File: config.mk
export PLATFORM = sky130hd
export DESIGN_NAME = responder_arbiter
export DESIGN_NICKNAME = d
export VERILOG_FILES = /design/src/rtl/responder_pkg.sv /design/src/rtl/rr_arbiter.sv /design/src/rtl/responder_arbiter.sv
export SDC_FILE = /design/constraint.sdc
export NUM_CORES = 1
export LEC_CHECK = 0
export ABC_AREA = 1
export CORE_ASPECT_RATIO = 1.5
export CORE_MARGIN = 5
export CORE_UTILIZATION = 44
export CTS_CLUSTER_SIZE = 10
export DETAILED_ROUTE_END_ITERATION = 6
export HOLD_SLACK_MARGIN = 0.1
export MAX_ROUTING_LAYER = met4
export PLACE_DENSITY = 0.69
export SLEW_MARGIN = 20
export SYNTH_ARGS = -nofsm -noshare
export SYNTH_HDL_FRONTEND = slang
export SYNTH_HIERARCHICAL = 1
export SYNTH_SLANG_ARGS = --single-unit
File: constraint.sdc
create_clock -name CLK -period 2.3 [get_ports CLK]
set_input_delay 0.46 -clock CLK [delete_from_list [all_inputs] [get_ports CLK]]
set_output_delay 0.46 -clock CLK [all_outputs]
set_load 0.03 [all_outputs]
File: src/rtl/responder_pkg.sv
// Shared types, constants and helpers for the quiz responder core.
package responder_pkg;

  localparam int MAX_PLAYERS = 16;
  localparam int RR_FIXED    = 0;
  localparam int RR_ROTATE   = 1;

  typedef enum logic [2:0] {
    ST_IDLE,
    ST_OPEN,
    ST_LOCKED,
    ST_SHOW_OK,
    ST_SHOW_BAD,
    ST_DONE
  } resp_state_t;

  function automatic logic [MAX_PLAYERS-1:0] idx_to_onehot(input logic [3:0] idx);
    logic [MAX_PLAYERS-1:0] v;
    v      = '0;
    v[idx] = 1'b1;
    return v;
  endfunction

endpackage

File: src/rtl/rr_arbiter.sv
// Single-grant arbiter: fixed lowest-index priority, or cyclic priority starting at ptr.
module rr_arbiter
  import responder_pkg::*;
#(
  parameter int  N      = 4,
  parameter bit  ROTATE = 1'b0,
  localparam int IDX_W  = $clog2(N)
) (
  input  logic [N-1:0]     req,
  input  logic [IDX_W-1:0] ptr,
  output logic [N-1:0]     grant_onehot,
  output logic [IDX_W-1:0] grant_idx,
  output logic             any
);

  always_comb begin
    int base;
    int j;
    grant_idx    = '0;
    any          = 1'b0;
    grant_onehot = '0;
    base         = ROTATE ? int'(ptr) : 0;
    j            = 0;
    for (int i = 0; i < N; i++) begin
      j = base + i;
      if (j >= N) j = j - N;
      if (!any && req[j]) begin
        grant_idx = IDX_W'(j);
        any       = 1'b1;
      end
    end
    if (any) grant_onehot = N'(idx_to_onehot(4'(grant_idx)));
  end

endmodule

File: src/rtl/responder_arbiter.sv
// Quiz responder core: arm, first-press lock, judge handshake, timed verdict, optional reopen.
module responder_arbiter
  import responder_pkg::*;
#(
  parameter int  N_PLAYERS     = 4,
  parameter int  WINDOW_CYCLES = 25_000_000,
  parameter int  RR_MODE       = RR_FIXED,
  parameter int  REOPEN        = 1,
  localparam int PN_W          = $clog2(N_PLAYERS + 1),
  localparam int CNT_W         = $clog2(WINDOW_CYCLES),
  localparam int IDX_W         = $clog2(N_PLAYERS)
) (
  input  logic                 CLK,
  input  logic                 RST,
  input  logic                 Start,
  input  logic [N_PLAYERS-1:0] Key_n,
  input  logic                 TimeOver_Block,
  input  logic                 Judge_Valid,
  input  logic                 Judge_Correct,
  output logic [N_PLAYERS-1:0] LED_Out,
  output logic [PN_W-1:0]      Player_Number,
  output logic                 Timer_Start,
  output logic                 Answer_true,
  output logic                 Buzzer_Answer,
  output logic [N_PLAYERS-1:0] False_Start,
  output logic                 Round_Void
);

  localparam logic [CNT_W-1:0] CNT_TERM = CNT_W'(WINDOW_CYCLES - 1);
  localparam logic [IDX_W-1:0] IDX_LAST = IDX_W'(N_PLAYERS - 1);

  resp_state_t          state_q, state_d;
  logic [N_PLAYERS-1:0] excl_q, excl_d;
  logic [IDX_W-1:0]     ptr_q, ptr_d;
  logic [CNT_W-1:0]     cnt_q, cnt_d;
  logic [N_PLAYERS-1:0] led_d, fs_d;
  logic [PN_W-1:0]      pn_d;
  logic                 timer_d, ok_d, bad_d, void_d;

  logic [N_PLAYERS-1:0] req, grant_onehot;
  logic [IDX_W-1:0]     grant_idx;
  logic                 grant_any;

  assign req = ~Key_n & ~excl_q;

  rr_arbiter #(
    .N      (N_PLAYERS),
    .ROTATE (RR_MODE == RR_ROTATE)
  ) u_arb (
    .req          (req),
    .ptr          (ptr_q),
    .grant_onehot (grant_onehot),
    .grant_idx    (grant_idx),
    .any          (grant_any)
  );

  always_comb begin
    // NOTE: every *_d takes its hold value first, so no branch below can leave one unassigned and infer a latch.
    state_d = state_q;
    excl_d  = excl_q;
    ptr_d   = ptr_q;
    cnt_d   = cnt_q;
    led_d   = LED_Out;
    pn_d    = Player_Number;
    timer_d = Timer_Start;
    ok_d    = Answer_true;
    bad_d   = Buzzer_Answer;
    fs_d    = False_Start;
    void_d  = Round_Void;

    if (Start && state_q != ST_IDLE) begin
      // Abort back to idle; only the round-robin pointer survives.
      state_d = ST_IDLE;
      excl_d  = '0;
      cnt_d   = '0;
      led_d   = '0;
      pn_d    = '0;
      timer_d = 1'b0;
      ok_d    = 1'b0;
      bad_d   = 1'b0;
      fs_d    = '0;
      void_d  = 1'b0;
    end else begin
      case (state_q)
        ST_IDLE: begin
          led_d   = '0;
          pn_d    = '0;
          timer_d = 1'b0;
          ok_d    = 1'b0;
          bad_d   = 1'b0;
          void_d  = 1'b0;
          if (Start) begin
            fs_d = False_Start | ~Key_n;
          end else begin
            state_d = ST_OPEN;
            excl_d  = False_Start;
          end
        end
        ST_OPEN: begin
          if (&excl_q) begin
            state_d = ST_DONE;
            void_d  = 1'b1;
          end else if (!TimeOver_Block && grant_any) begin
            state_d = ST_LOCKED;
            led_d   = grant_onehot;
            pn_d    = PN_W'(grant_idx) + PN_W'(1);
            timer_d = 1'b1;
            if (RR_MODE == RR_ROTATE)
              ptr_d = (grant_idx == IDX_LAST) ? '0 : grant_idx + IDX_W'(1);
          end
        end
        ST_LOCKED: begin
          if (Judge_Valid) begin
            timer_d = 1'b0;
            cnt_d   = '0;
            if (Judge_Correct) begin
              state_d = ST_SHOW_OK;
              ok_d    = 1'b1;
            end else begin
              state_d = ST_SHOW_BAD;
              bad_d   = 1'b1;
              excl_d  = excl_q | LED_Out;
            end
          end
        end
        ST_SHOW_OK: begin
          if (cnt_q == CNT_TERM) begin
            state_d = ST_DONE;
            ok_d    = 1'b0;
          end else begin
            cnt_d = cnt_q + CNT_W'(1);
          end
        end
        ST_SHOW_BAD: begin
          if (cnt_q == CNT_TERM) begin
            bad_d = 1'b0;
            if (REOPEN != 0 && !(&excl_q)) begin
              state_d = ST_OPEN;
              led_d   = '0;
              pn_d    = '0;
            end else begin
              state_d = ST_DONE;
              void_d  = 1'b1;
            end
          end else begin
            cnt_d = cnt_q + CNT_W'(1);
          end
        end
        ST_DONE: ;
        default: state_d = ST_IDLE;
      endcase
    end
  end

  always_ff @(posedge CLK) begin
    // NOTE: non-blocking assignments so every register samples the pre-edge values of the others.
    if (RST) begin
      state_q       <= ST_IDLE;
      excl_q        <= '0;
      ptr_q         <= '0;
      cnt_q         <= '0;
      LED_Out       <= '0;
      Player_Number <= '0;
      Timer_Start   <= 1'b0;
      Answer_true   <= 1'b0;
      Buzzer_Answer <= 1'b0;
      False_Start   <= '0;
      Round_Void    <= 1'b0;
    end else begin
      state_q       <= state_d;
      excl_q        <= excl_d;
      ptr_q         <= ptr_d;
      cnt_q         <= cnt_d;
      LED_Out       <= led_d;
      Player_Number <= pn_d;
      Timer_Start   <= timer_d;
      Answer_true   <= ok_d;
      Buzzer_Answer <= bad_d;
      False_Start   <= fs_d;
      Round_Void    <= void_d;
    end
  end

endmodule

==> flow_summary.ini <==
[sta]
setup_tns_ns = 0
fin_crit_sh_pct = 85.1
maxClockFrequency_mhz = 511
slew_violations = 0
relSlewSlack_pct = 63.0
finish_stage_setup_viols = 0
rsz0062_at_grt = no
hold_ws_ns = 0.452
layout_min_cycle_time_ns = 1.96
worst-slew-pin-transition_ns = 0.555
final-hold-violation-count = 0
worst_clock_skew_ns = 0.00609

[critical_path]
timing.critical_path.required_ns = 2.54
cp-endpoint = cnt_q[24]$_SDFFE_PP0P_
slowest_delay_ns = 0.37
criticalPathCategory = reg -> reg
r2r_cells = 11
worstSetupEndpointType = flip-flop
arrival_ns = 2.19
critical_path.reg2reg.startpoint = cnt_q[0]$_SDFFE_PP0P_
timing.critical_path.slowest_stage_cell = sky130_fd_sc_hd__dfxtp_1
rr_endpoint = cnt_q[24]$_SDFFE_PP0P_
path_cells = ha_1 -> nand2_1 -> nor2_2 -> nand2_1 -> nor2_1 -> nand3_1 -> nand2_4 -> nand2_2 -> inv_1 -> nand2_1 -> o21ai_1
setup.worst_path.start = cnt_q[0]$_SDFFE_PP0P_
critPathMaxFanout = 18
timing.reg2reg.setup_slack_ns = 0.34
critical_path_startpoint_category = flip-flop
crit_top_cell = sky130_fd_sc_hd__nand2_1

[routing]
detail_route.drc_violations = 0
drt_wl_total_um = 7020
average_routed_wire_per_standard_cell_um = 13.1
detailedRoute.firstIterationViolations = 153
detail_route.first_pass.iterations = 4
final_antenna_net_count = 0
avgViaCountPerCell = 5.24
detailroute.via_count = 2807

[floorplan]
die_w_um = 74.7
start_util_pct = 45.0
placeableCoreArea_um2 = 6130
die_h_um = 107
ioPinCount = 25
die_area_um2 = 7990
placementRows = 35

[clock_tree]
cts_buffers = 5
clock_sinks = 47
cts_htree_levels = 2
cts_root_buffer = sky130_fd_sc_hd__clkbuf_8
post-cts-setup-buffers = 0
cts_buffer_depth = 2
worst_skew_pair.late_latency_ns = 0.30
postCtsResizedCells = 0
clk_pin_slew_ns = 0.09
tritoncts = done
cts_hold_buf = 0

[finish]
drive_gt1_share_pct = 8.44
seqCellArea_um2 = 941
final_core_util_pct = 52.2
antenna_diodes = 0
multi_input_comb_area_um2 = 1530
fin_nets = 473
filler_cells = 630
area_delta_synth_final_pct = 16.1

[synthesis]
mapped_nets = 444
syn_area_um2 = 2760
syn-mean-instance-area_um2 = 6.39
syn_inst = 432
yosys_warnings = 6

[place]
final_estimated_routing_congestion_in_global_placement = 0.947
detailedPlacementHpwl_um = 5350
io_buffers = 24

[grt]
grt_antenna_before_repair = 0
grt_max_degree = 19
first_global_vias = 2810
grt_pass1_wl_um = 11900
gr-usage-all-layers_pct = 19.1
globalRouteOverflowTotal = 0

[power_and_ir_drop]
leakage_power_nw = 1.26
max-vdd-ir-drop_mv = 0.597
power_density_nw_per_um2 = 962
design_power_total_mw = 3.08

[job]
maxCapViolCount = 0

[run_status]
outcome = finished clean

[hold_path]
worst_hold_path_type = reg -> reg
-- worst min-delay path by stage --
stage / start / slack (ns) / endpoint / cells past startpoint
after floorplan: excl_q[2]$_SDFFE_PP0P_ / 0.44 / excl_q[2]$_SDFFE_PP0P_ / 2
after global placement: Timer_Start$_SDFFE_PP0P_ / 0.44 / Timer_Start$_SDFFE_PP0P_ / 2
after detailed placement: Timer_Start$_SDFFE_PP0P_ / 0.44 / Timer_Start$_SDFFE_PP0P_ / 2
after CTS: Timer_Start$_SDFFE_PP0P_ / 0.45 / Timer_Start$_SDFFE_PP0P_ / 2
after global routing: Round_Void$_SDFFE_PP0P_ / 0.49 / Round_Void$_SDFFE_PP0P_ / 2
final: Timer_Start$_SDFFE_PP0P_ / 0.45 / Timer_Start$_SDFFE_PP0P_ / 2
-- placed cells by master, fill, tap and decap left out, types with 4 or more instances in the layout --
| master | count |
|---|---|
| sky130_fd_sc_hd__a21oi_1 | 33 |
| sky130_fd_sc_hd__a22oi_1 | 4 |
| sky130_fd_sc_hd__buf_4 | 5 |
| sky130_fd_sc_hd__clkbuf_8 | 6 |
| sky130_fd_sc_hd__clkdlybuf4s50_1 | 24 |
| sky130_fd_sc_hd__dfxtp_1 | 47 |
| sky130_fd_sc_hd__inv_1 | 60 |
| sky130_fd_sc_hd__inv_2 | 5 |
| sky130_fd_sc_hd__nand2_1 | 105 |
| sky130_fd_sc_hd__nand2_2 | 5 |
| sky130_fd_sc_hd__nand3_1 | 27 |
| sky130_fd_sc_hd__nand4_1 | 16 |
| sky130_fd_sc_hd__nor2_1 | 53 |
| sky130_fd_sc_hd__nor2_2 | 9 |
| sky130_fd_sc_hd__nor3_1 | 8 |
| sky130_fd_sc_hd__o21a_1 | 6 |
| sky130_fd_sc_hd__o21ai_0 | 20 |
| sky130_fd_sc_hd__o21ai_1 | 6 |
| sky130_fd_sc_hd__xor2_1 | 5 |
-- layer usage --
metal  share of wire (%)  wire length [um]  global-route usage (%)
met5                   0                 0                       -
met4                 4.0               280                    10.1
met3                 3.8               270                    2.81
met2                  52              3620                    33.5
met1                  41              2850                    20.0
-- registers in the layout, summed over array words and instances, names as in the netlist --
name and cells:
Timer_Start 1, cnt_q 25, Player_Number 3, False_Start 4, excl_q 4, state_q 3
Answer_true 1, Round_Void 1, LED_Out 4, Buzzer_Answer 1
-- final cells by class --
class / count / area share (%)
clock buffer: 6 / 2.58
sequential: 47 / 29.4
multi-input combinational: 312 / 47.6
inverter: 66 / 7.74
clock inverter: 2 / 1.09
timing repair buffer: 29 / 8.68
tap: 74 / 2.89
-- worst max-delay path: cells and delay by family, from the launching register on --
kind | cells | cell delay [ns]
AO/OA/AOI/OAI | 1 | 0.06
adder cells (fa/ha/maj) | 1 | 0.23
buffers and inverters | 1 | 0.13
flip-flops | 1 | 0.37
AND/OR/NAND/NOR | 8 | 1.10
-- report_power, final --
group | internal [mW] | switching (mW)
clock network | 0.352 | 0.284
logic | 0.454 | 1.00
registers | 0.901 | 0.0847
-- stage by stage --
stage,area (um^2),setup slack (ns),instances
detailed placement,3080,0.127,528
global placement,3080,0.156,528
global route,3200,0.150,536
CTS,3200,0.325,536
floorplan,2760,0.705,432
finish,3200,0.343,536
Power figures use the tool's default switching activity.
